==> config.mk <==
export PLATFORM = sky130hd
export DESIGN_NAME = fma16_arb
export DESIGN_NICKNAME = d
export VERILOG_FILES = /design/src/rtl/fma16_arb.sv
export SDC_FILE = /design/constraint.sdc
export NUM_CORES = 2
export LEC_CHECK = 0
export CAP_MARGIN = 20
export CORE_ASPECT_RATIO = 1.2
export CORE_MARGIN = 1
export CORE_UTILIZATION = 50
export DETAILED_ROUTE_END_ITERATION = 8
export DONT_BUFFER_PORTS = 1
export SYNTH_ARGS = -nofsm -noshare
export SYNTH_HDL_FRONTEND = slang
export SYNTH_HIERARCHICAL = 1
export SYNTH_SLANG_ARGS = --single-unit
==> constraint.sdc <==
create_clock -name clk -period 32.1 [get_ports clk]
set_clock_uncertainty 0.05 [all_clocks]
set_input_delay 6.42 -clock clk [delete_from_list [all_inputs] [get_ports clk]]
set_output_delay 6.42 -clock clk [all_outputs]
set_load 0.03 [all_outputs]
==> src/rtl/fma16_arb.sv <==
// fma16_arb: round-robin front end sharing one half-precision fma16 datapath.
// Ports: req_* valid/ready per requester, rsp_* valid/ready out, per-requester sticky fflags.
module fma16 (
  input  logic [15:0] x,
  input  logic [15:0] y,
  input  logic [15:0] z,
  input  logic        mul,
  input  logic        add,
  input  logic        negp,
  input  logic        negz,
  input  logic [1:0]  rm,
  output logic [15:0] result,
  output logic [3:0]  flags
);
  // result = (-1)^negp * x * (mul ? y : 1) + (-1)^negz * (add ? z : 0)
  // rm: 00 rtz, 01 rne, 10 rdn, 11 rup.  flags = {nv, of, uf, nx}
  localparam int W = 82;

  function automatic logic is_nan(input logic [15:0] v);
    return (&v[14:10]) & (|v[9:0]);
  endfunction
  function automatic logic is_snan(input logic [15:0] v);
    return is_nan(v) & ~v[9];
  endfunction
  function automatic logic is_inf(input logic [15:0] v);
    return (&v[14:10]) & ~(|v[9:0]);
  endfunction
  function automatic logic is_zero(input logic [15:0] v);
    return ~(|v[14:0]);
  endfunction
  function automatic logic [10:0] sig(input logic [15:0] v);
    return {|v[14:10], v[9:0]};
  endfunction
  function automatic int expo(input logic [15:0] v);
    return (v[14:10] == 5'd0) ? 1 : int'(v[14:10]);
  endfunction

  logic [15:0]  ye, ze;
  logic         sp, sz, sgn;
  logic         anynan, inv, pinf, zinf;
  logic [21:0]  prod;
  logic [W-1:0] pmag, zmag, mag;
  logic [6:0]   lead, lsb;
  logic [10:0]  kept;
  logic         g, st, inc, inx, ovf, tiny, big;
  logic [16:0]  ebits, enc;

  always_comb begin
    ye     = mul ? y : 16'h3C00;
    ze     = add ? z : 16'h0000;
    sp     = x[15] ^ ye[15] ^ negp;
    // a missing addend is a zero of the product's sign
    sz     = add ? (z[15] ^ negz) : sp;
    anynan = is_nan(x) | is_nan(ye) | is_nan(ze);
    pinf   = is_inf(x) | is_inf(ye);
    zinf   = is_inf(ze);
    inv    = is_snan(x) | is_snan(ye) | is_snan(ze)
           | (is_inf(x) & is_zero(ye))
           | (is_zero(x) & is_inf(ye))
           | (pinf & zinf & (sp != sz) & ~anynan);

    // exact fixed point, LSB weight 2^-48
    prod = {11'b0, sig(x)} * {11'b0, sig(ye)};
    pmag = {60'b0, prod} << (expo(x) + expo(ye) - 2);
    zmag = {71'b0, sig(ze)} << (expo(ze) + 23);

    if (sp == sz) begin
      mag = pmag + zmag;
      sgn = sp;
    end else if (pmag >= zmag) begin
      mag = pmag - zmag;
      sgn = sp;
    end else begin
      mag = zmag - pmag;
      sgn = sz;
    end
    if (mag == '0 && sp != sz) sgn = (rm == 2'b10);

    lead = 7'd0;
    for (int i = 0; i < W; i++)
      if (mag[i]) lead = 7'(i);

    // bit 34 carries weight 2^-14; below it the LSB pins at 2^-24
    lsb   = (lead >= 7'd34) ? lead - 7'd10 : 7'd24;
    kept  = 11'(mag >> lsb);
    g     = mag[lsb - 7'd1];
    st    = |(mag & ((W'(1) << (lsb - 7'd1)) - W'(1)));
    inx   = g | st;
    tiny  = lead < 7'd34;

    case (rm)
      2'b00:   inc = 1'b0;
      2'b01:   inc = g & (st | kept[0]);
      2'b10:   inc = inx & sgn;
      default: inc = inx & ~sgn;
    endcase

    // mantissa carry on rounding flows straight into the exponent field
    ebits = (lead >= 7'd34) ? 17'(lead - 7'd33) : 17'd0;
    enc   = (ebits << 10) + {7'b0, kept[9:0]} + {16'b0, inc};
    ovf   = enc >= 17'h07C00;

    case (rm)
      2'b00:   big = 1'b0;
      2'b01:   big = 1'b1;
      2'b10:   big = sgn;
      default: big = ~sgn;
    endcase

    if (anynan | inv) begin
      result = 16'h7E00;
      flags  = {inv, 3'b000};
    end else if (pinf | zinf) begin
      result = {pinf ? sp : sz, 15'h7C00};
      flags  = 4'b0000;
    end else if (ovf) begin
      result = {sgn, big ? 15'h7C00 : 15'h7BFF};
      flags  = 4'b0101;
    end else begin
      result = {sgn, enc[14:0]};
      flags  = {2'b00, tiny & inx, inx};
    end
  end
endmodule

module fma16_arb #(
  parameter int NREQ = 2,
  parameter int IDW  = $clog2(NREQ)
) (
  input  logic                 clk,
  input  logic                 reset_n,
  input  logic [NREQ-1:0]      req_valid,
  output logic [NREQ-1:0]      req_ready,
  input  logic [NREQ*16-1:0]   req_x,
  input  logic [NREQ*16-1:0]   req_y,
  input  logic [NREQ*16-1:0]   req_z,
  input  logic [NREQ-1:0]      req_mul,
  input  logic [NREQ-1:0]      req_add,
  input  logic [NREQ-1:0]      req_negp,
  input  logic [NREQ-1:0]      req_negz,
  input  logic [2*NREQ-1:0]    req_rm,
  output logic                 rsp_valid,
  input  logic                 rsp_ready,
  output logic [IDW-1:0]       rsp_id,
  output logic [15:0]          rsp_result,
  output logic [3:0]           rsp_flags,
  input  logic [NREQ-1:0]      clr_flags,
  output logic [4*NREQ-1:0]    sticky_flags
);
  localparam int FLEN = 16;

  typedef struct packed {
    logic [IDW-1:0]  id;
    logic [FLEN-1:0] x;
    logic [FLEN-1:0] y;
    logic [FLEN-1:0] z;
    logic            mul;
    logic            add;
    logic            negp;
    logic            negz;
    logic [1:0]      rm;
  } s1_t;

  logic            s1_valid_q, s1_valid_d;
  s1_t             s1_q, s1_d;
  logic            s2_valid_q, s2_valid_d;
  logic [IDW-1:0]  s2_id_q, s2_id_d;
  logic [FLEN-1:0] s2_res_q, s2_res_d;
  logic [3:0]      s2_flg_q, s2_flg_d;
  logic [IDW-1:0]  rr_q, rr_d;
  logic [4*NREQ-1:0] sticky_q, sticky_d;

  logic            s2_free, s1_move, s1_free;
  logic            gnt_any, accept;
  logic [IDW-1:0]  gnt_id;
  int              gidx, g;
  logic [FLEN-1:0] fma_res;
  logic [3:0]      fma_flg;

  assign s2_free = ~s2_valid_q | rsp_ready;
  assign s1_move = s1_valid_q & s2_free;
  assign s1_free = ~s1_valid_q | s1_move;

  always_comb begin
    gnt_any = 1'b0;
    gnt_id  = '0;
    gidx    = 0;
    for (int k = 0; k < NREQ; k++) begin
      gidx = int'(rr_q) + k;
      if (gidx >= NREQ) gidx = gidx - NREQ;
      if (!gnt_any && req_valid[gidx]) begin
        gnt_any = 1'b1;
        gnt_id  = IDW'(gidx);
      end
    end
  end

  assign accept = gnt_any & s1_free;

  always_comb begin
    req_ready = '0;
    if (accept && reset_n) req_ready[gnt_id] = 1'b1;
  end

  always_comb begin
    g          = int'(gnt_id);
    rr_d       = rr_q;
    s1_valid_d = s1_valid_q;
    s1_d       = s1_q;
    if (accept) begin
      rr_d       = (gnt_id == IDW'(NREQ - 1)) ? '0 : gnt_id + IDW'(1);
      s1_valid_d = 1'b1;
      s1_d.id    = gnt_id;
      s1_d.x     = req_x[g*FLEN +: FLEN];
      s1_d.y     = req_y[g*FLEN +: FLEN];
      s1_d.z     = req_z[g*FLEN +: FLEN];
      s1_d.mul   = req_mul[g];
      s1_d.add   = req_add[g];
      s1_d.negp  = req_negp[g];
      s1_d.negz  = req_negz[g];
      s1_d.rm    = req_rm[g*2 +: 2];
    end else if (s1_move) begin
      s1_valid_d = 1'b0;
    end
  end

  fma16 u_fma (
    .x      (s1_q.x),
    .y      (s1_q.y),
    .z      (s1_q.z),
    .mul    (s1_q.mul),
    .add    (s1_q.add),
    .negp   (s1_q.negp),
    .negz   (s1_q.negz),
    .rm     (s1_q.rm),
    .result (fma_res),
    .flags  (fma_flg)
  );

  always_comb begin
    s2_valid_d = s2_valid_q;
    s2_id_d    = s2_id_q;
    s2_res_d   = s2_res_q;
    s2_flg_d   = s2_flg_q;
    if (s1_move) begin
      s2_valid_d = 1'b1;
      s2_id_d    = s1_q.id;
      s2_res_d   = fma_res;
      s2_flg_d   = fma_flg;
    end else if (rsp_ready) begin
      s2_valid_d = 1'b0;
    end
  end

  // clear first, then OR-in: a same-cycle clear leaves exactly the new flags
  always_comb begin
    sticky_d = sticky_q;
    for (int i = 0; i < NREQ; i++) begin
      if (clr_flags[i]) sticky_d[4*i +: 4] = 4'b0000;
      if (s1_move && int'(s1_q.id) == i)
        sticky_d[4*i +: 4] = sticky_d[4*i +: 4] | fma_flg;
    end
  end

  always_ff @(posedge clk or negedge reset_n) begin
    if (!reset_n) begin
      s1_valid_q <= 1'b0;
      s1_q       <= '0;
      s2_valid_q <= 1'b0;
      s2_id_q    <= '0;
      s2_res_q   <= '0;
      s2_flg_q   <= '0;
      rr_q       <= '0;
      sticky_q   <= '0;
    end else begin
      s1_valid_q <= s1_valid_d;
      s1_q       <= s1_d;
      s2_valid_q <= s2_valid_d;
      s2_id_q    <= s2_id_d;
      s2_res_q   <= s2_res_d;
      s2_flg_q   <= s2_flg_d;
      rr_q       <= rr_d;
      sticky_q   <= sticky_d;
    end
  end

  assign rsp_valid    = s2_valid_q;
  assign rsp_id       = s2_id_q;
  assign rsp_result   = s2_res_q;
  assign rsp_flags    = s2_flg_q;
  assign sticky_flags = sticky_q;
endmodule

==> results of run 1 <==
## per-layer routing
metal / track usage / GRT overflow
met5: 0.0420 / 0
met4: 0.718 / 30
met3: 0.393 / 0
met2: 0.895 / 43
met1: 0.663 / 0
## stage by stage
| stage | utilization | cell area (sq um) | std cells | worst slack [ns] |
|---|---|---|---|---|
| 2_1_floorplan | - | 42000 | 6296 | 11.03 |
| 3_3_place_gp | 0.519 | 42800 | 7143 | 5.32 |
| 3_5_place_dp | 0.519 | 42800 | 7143 | 5.21 |
| 4_1_cts | 0.523 | 43100 | 7159 | 5.16 |
## kinds of logic after synthesis
kind of cell,after synthesis,synth area share
AO/OA/AOI/OAI,2289,0.383
XOR/XNOR,105,0.0226
adder cells (fa/ha/maj),381,0.129
buffers and inverters,792,0.0805
flip-flops,87,0.0521
multiplexers,139,0.0413
other,2,0.000180
AND/OR/NAND/NOR,2457,0.291
==> metrics, run 1 <==
result of the run=did not finish; starting density of the core=0.507; CTS buffer count=9; average size of a mapped cell=6.69 sq um; H-tree level count=3; DP Wirelength=210000 microns; largest net degree at the start of global routing=92; vias in the first global route=56800; remaining global-route overflow=73; number of enable flip-flop cells after synthesis=0; count of boundary I/O pins=147; hold-fix buffer count after cts=0; share of flip-flops with an asynchronous set or reset=1.00; Clock Sinks=87; post-synth top area cell=sky130_fd_sc_hd__ha_1; gr usage total=0.661; cell at the root of the clock tree=sky130_fd_sc_hd__clkbuf_16; gate count after technology mapping=6252; height of the die=319 microns; Synth warnings=6; cell area after technology mapping=0.0418 sq mm; quantity of gates resized following cts=0; GP Congestion=1.22; Stop Error=[ERROR GRT-0116] Global routing finished with congestion. Check the congestion regions in the DRC Viewer.; buffer count from post-CTS setup fixing=0; most frequently used cell type in the post-synthesis netlist=sky130_fd_sc_hd__nand2_1; wire length of the first global-routing pass=412000 microns; maximum count of clock buffers along a single path=2; horizontal die dimension=266 microns; FF+latch count, synth=87; Synth top cells by count=717 x sky130_fd_sc_hd__nand2_1, 552 x sky130_fd_sc_hd__a21oi_1, 522 x sky130_fd_sc_hd__nor2_1, 392 x sky130_fd_sc_hd__o21ai_0, 362 x sky130_fd_sc_hd__inv_1; top_reg_cell synth=sky130_fd_sc_hd__dfrtp_1; sequential-to-total area share from yosys stat=0.0521; Port Buffers=0; cell types occupying the most area after synthesis=sky130_fd_sc_hd__ha_1 8.9%, sky130_fd_sc_hd__a21oi_1 6.6%, sky130_fd_sc_hd__nand2_1 6.4%, sky130_fd_sc_hd__dfrtp_1 5.2%, sky130_fd_sc_hd__o21ai_0 4.7%; count of standard-cell rows=115; area share of the largest cell type after synthesis=0.0889; stage at which the flow ended=5_1_grt; count of cell types in the netlist=150
==> run 2, diff against run 1 <==
--- a/config.mk
+++ b/config.mk
@@ -6,11 +6,11 @@
 export NUM_CORES = 2
 export LEC_CHECK = 0
 export CAP_MARGIN = 20
-export CORE_ASPECT_RATIO = 1.2
 export CORE_MARGIN = 1
-export CORE_UTILIZATION = 50
+export CORE_UTILIZATION = 35
 export DETAILED_ROUTE_END_ITERATION = 8
 export DONT_BUFFER_PORTS = 1
+export PLACE_DENSITY_LB_ADDON = 0.15
 export SYNTH_ARGS = -nofsm -noshare
 export SYNTH_HDL_FRONTEND = slang
 export SYNTH_HIERARCHICAL = 1
==> metrics, run 2 <==
result of the run=complete, but fails checks (was did not finish); violations in the final reports=DRC; count of standard-cell rows=126 (was 115); final total negative setup slack=0 ns; endpoint arrival time on the critical path=29.51 ns; GP Congestion=1.11 (was 1.22); clock insertion delay at the later pin of the skew report=0.37 ns; Fmax achieved=34.1 MHz; core region area=0.118 sq mm; most frequently used cell type in the post-synthesis netlist=sky130_fd_sc_hd__nand2_1 (unchanged); maximum fanout count along the critical path=85; Synth top cells by count=717 x sky130_fd_sc_hd__nand2_1, 552 x sky130_fd_sc_hd__a21oi_1, 522 x sky130_fd_sc_hd__nor2_1, 392 x sky130_fd_sc_hd__o21ai_0, 362 x sky130_fd_sc_hd__inv_1 (unchanged); kind of path behind the tightest hold check=reg2reg; max-capacitance violation count=0; Antenna Violating Nets Remaining=0; wire length per cell=37.8 microns; quantity of gates resized following cts=0 (unchanged); crit path launch type=flip-flop; FF+latch count, synth=87 (unchanged); count of filler cells inserted in the layout=13100; Port Buffers=0 (unchanged); most used routing layer=met2; maximum count of clock buffers along a single path=2 (unchanged); Worst Max-Slew Pin Slew=1.37 ns; cell seen most often among critical-path stages=sky130_fd_sc_hd__nand2_1; top_reg_cell synth=sky130_fd_sc_hd__dfrtp_1 (unchanged); Synth warnings=6 (unchanged); number of nets in the final layout=6597; cell area after technology mapping=0.0418 sq mm (unchanged); cell at the root of the clock tree=sky130_fd_sc_hd__clkbuf_16 (unchanged); CTS buffer count=9 (unchanged); average vias per placed instance=7.21; clock edge transition at the registers on the reported setup and hold paths=0.07 ns; kind of critical path=reg2reg; number of endpoints failing setup at the final stage=0; gr usage total=0.457; share of the cycle needed by the critical path after routing=0.913; horizontal die dimension=348 microns (was 266 microns); Worst path slowest cell=sky130_fd_sc_hd__a211oi_1; required time of the critical path=32.30 ns; Iteration-0 DRC Markers=7570; count of final hold-check violations=0; hold-fix buffer count after cts=0 (unchanged); met2 demand-to-capacity share in global routing=0.689; share of flip-flops with an asynchronous set or reset=1.00 (unchanged); gate count after technology mapping=6252 (unchanged); Pre-antenna DRT Iters=9; die area=0.121 sq mm; share of layout cells above drive strength 1=0.0883; DP Wirelength=237000 microns (was 210000 microns); post-synth top area cell=sky130_fd_sc_hd__ha_1 (unchanged); Area growth syn-to-layout=5.70%; crit path capture type=flip-flop; Max Transition Viols Final=0; TritonCTS clock tree=yes; commonest cells after routing, fill and taps aside=717 x sky130_fd_sc_hd__nand2_1, 549 x sky130_fd_sc_hd__a21oi_1, 522 x sky130_fd_sc_hd__nor2_1, 383 x sky130_fd_sc_hd__o21ai_0, 362 x sky130_fd_sc_hd__inv_1; Clock Sinks=87 (unchanged); H-tree level count=3 (unchanged); count of cell types in the netlist=150 (unchanged); total via count after detailed routing=55200; wire length of the first global-routing pass=401000 microns; delay of the slowest cell on the worst path=1.00 ns; average size of a mapped cell=6.69 sq um (unchanged); setup repair after global routing missed its margin=no; commonest non-fill, non-tap cell in the layout=sky130_fd_sc_hd__nand2_1; count of boundary I/O pins=147 (unchanged); sequential-to-total area share from yosys stat=0.0521 (unchanged); Slew Limit Headroom=0.0776; number of enable flip-flop cells after synthesis=0 (unchanged); met3 track demand over resource in global routing=0.134; time the worst path needs with I/O delays and setup=29.31 ns; register with the most flip-flops=s1_q; vias in the first global route=50900; area share of the largest cell type after synthesis=0.0889 (unchanged); met1 demand-to-capacity share in global routing=0.556; Post-route DRC=1; remaining global-route overflow=0; flip-flop count of the largest register after layout=55; height of the die=348 microns (was 319 microns); starting density of the core=0.354 (was 0.507); buffer count from post-CTS setup fixing=0 (unchanged); largest net degree at the start of global routing=90; cell types occupying the most area after synthesis=sky130_fd_sc_hd__ha_1 8.9%, sky130_fd_sc_hd__a21oi_1 6.6%, sky130_fd_sc_hd__nand2_1 6.4%, sky130_fd_sc_hd__dfrtp_1 5.2%, sky130_fd_sc_hd__o21ai_0 4.7% (unchanged); drt total wl=290000 microns; initial antenna violation count=25
-- run 2: cell counts after synthesis --
No cell type changed its count.
-- run 2: worst paths after layout --
path	slack, ns	from	cells after the start	endpoint
setup / recovery	2.79	s1_q[5]$_DFFE_PN0P_	80	rsp_result[10]$_DFFE_PN0P_
hold / removal	0.47	s1_q[37]$_DFFE_PN0P_	1	s1_q[37]$_DFFE_PN0P_
setup reg to reg	2.79	s1_q[5]$_DFFE_PN0P_	80	rsp_result[10]$_DFFE_PN0P_
hold reg to reg	0.47	s1_q[37]$_DFFE_PN0P_	1	s1_q[37]$_DFFE_PN0P_
max in group asynchronous	26.19	reset_n	0	s1_q[24]$_DFFE_PN0P_
min in group asynchronous	5.69	reset_n	0	s1_q[54]$_DFFE_PN0P_
-- run 2: critical path: cells and delay by family, from the launching register on --
family | cells | cell delay, ns
AOI/OAI and AO/OA | 32 | 12.68
adders and majority gates | 12 | 5.00
buffers and inverters | 8 | 2.08
DFF | 1 | 0.44
muxes | 1 | 0.27
and+or+nand+nor | 27 | 8.46
-- run 2: logic make-up (layout without fill, tap and decap cells) --
kind of cell | Yosys count | count (layout) | share of synthesized area
AOI/OAI and AO/OA | 2289 | 2289 | 0.383
xor gates and xnor gates | 105 | 105 | 0.0226
adders and majority gates | 381 | 381 | 0.129
buffers and inverters | 792 | 602 | 0.0805
DFF | 87 | 87 | 0.0521
muxes | 139 | 139 | 0.0413
other | 2 | 60 | 0.000180
and+or+nand+nor | 2457 | 2457 | 0.291
-- run 2: stage by stage --
stage	util	setup WS (ns)	hold slack (ns)	cell area, sq um	std cells
2_1_floorplan	-	11.03	0.424	42000	6296
6_report	0.374	2.79	0.469	44200	7656
5_1_grt	0.374	2.21	0.505	44200	7644
4_1_cts	0.373	4.31	0.475	44100	7634
3_3_place_gp	0.370	4.25	0.466	43700	7614
3_5_place_dp	0.370	4.41	0.461	43700	7618
-- run 2: layout make-up --
class	instances	area, sq um	share of cell area
multi-input cells	5417	36700	0.831
flip-flops and latches	87	2180	0.0493
well taps	1536	1920	0.0435
repair buffers	210	1610	0.0364
inverters	376	1410	0.0319
clock buffers	9	225	0.00510
clock inverters	7	100	0.00226
diodes	14	35.0	0.000793
-- run 2: metal layers --
metal,vias up,part of all wire,wire (microns)
met2,3860,0.42,121000
met5,-,0.00079,229
met1,27100,0.38,110000
met4,28,0.086,24800
met3,993,0.11,33000
li1,23200,-,-
Power of run 2 is not shown: default switching activity piles up to over one toggle a cycle in this logic, so the estimate is an artifact.
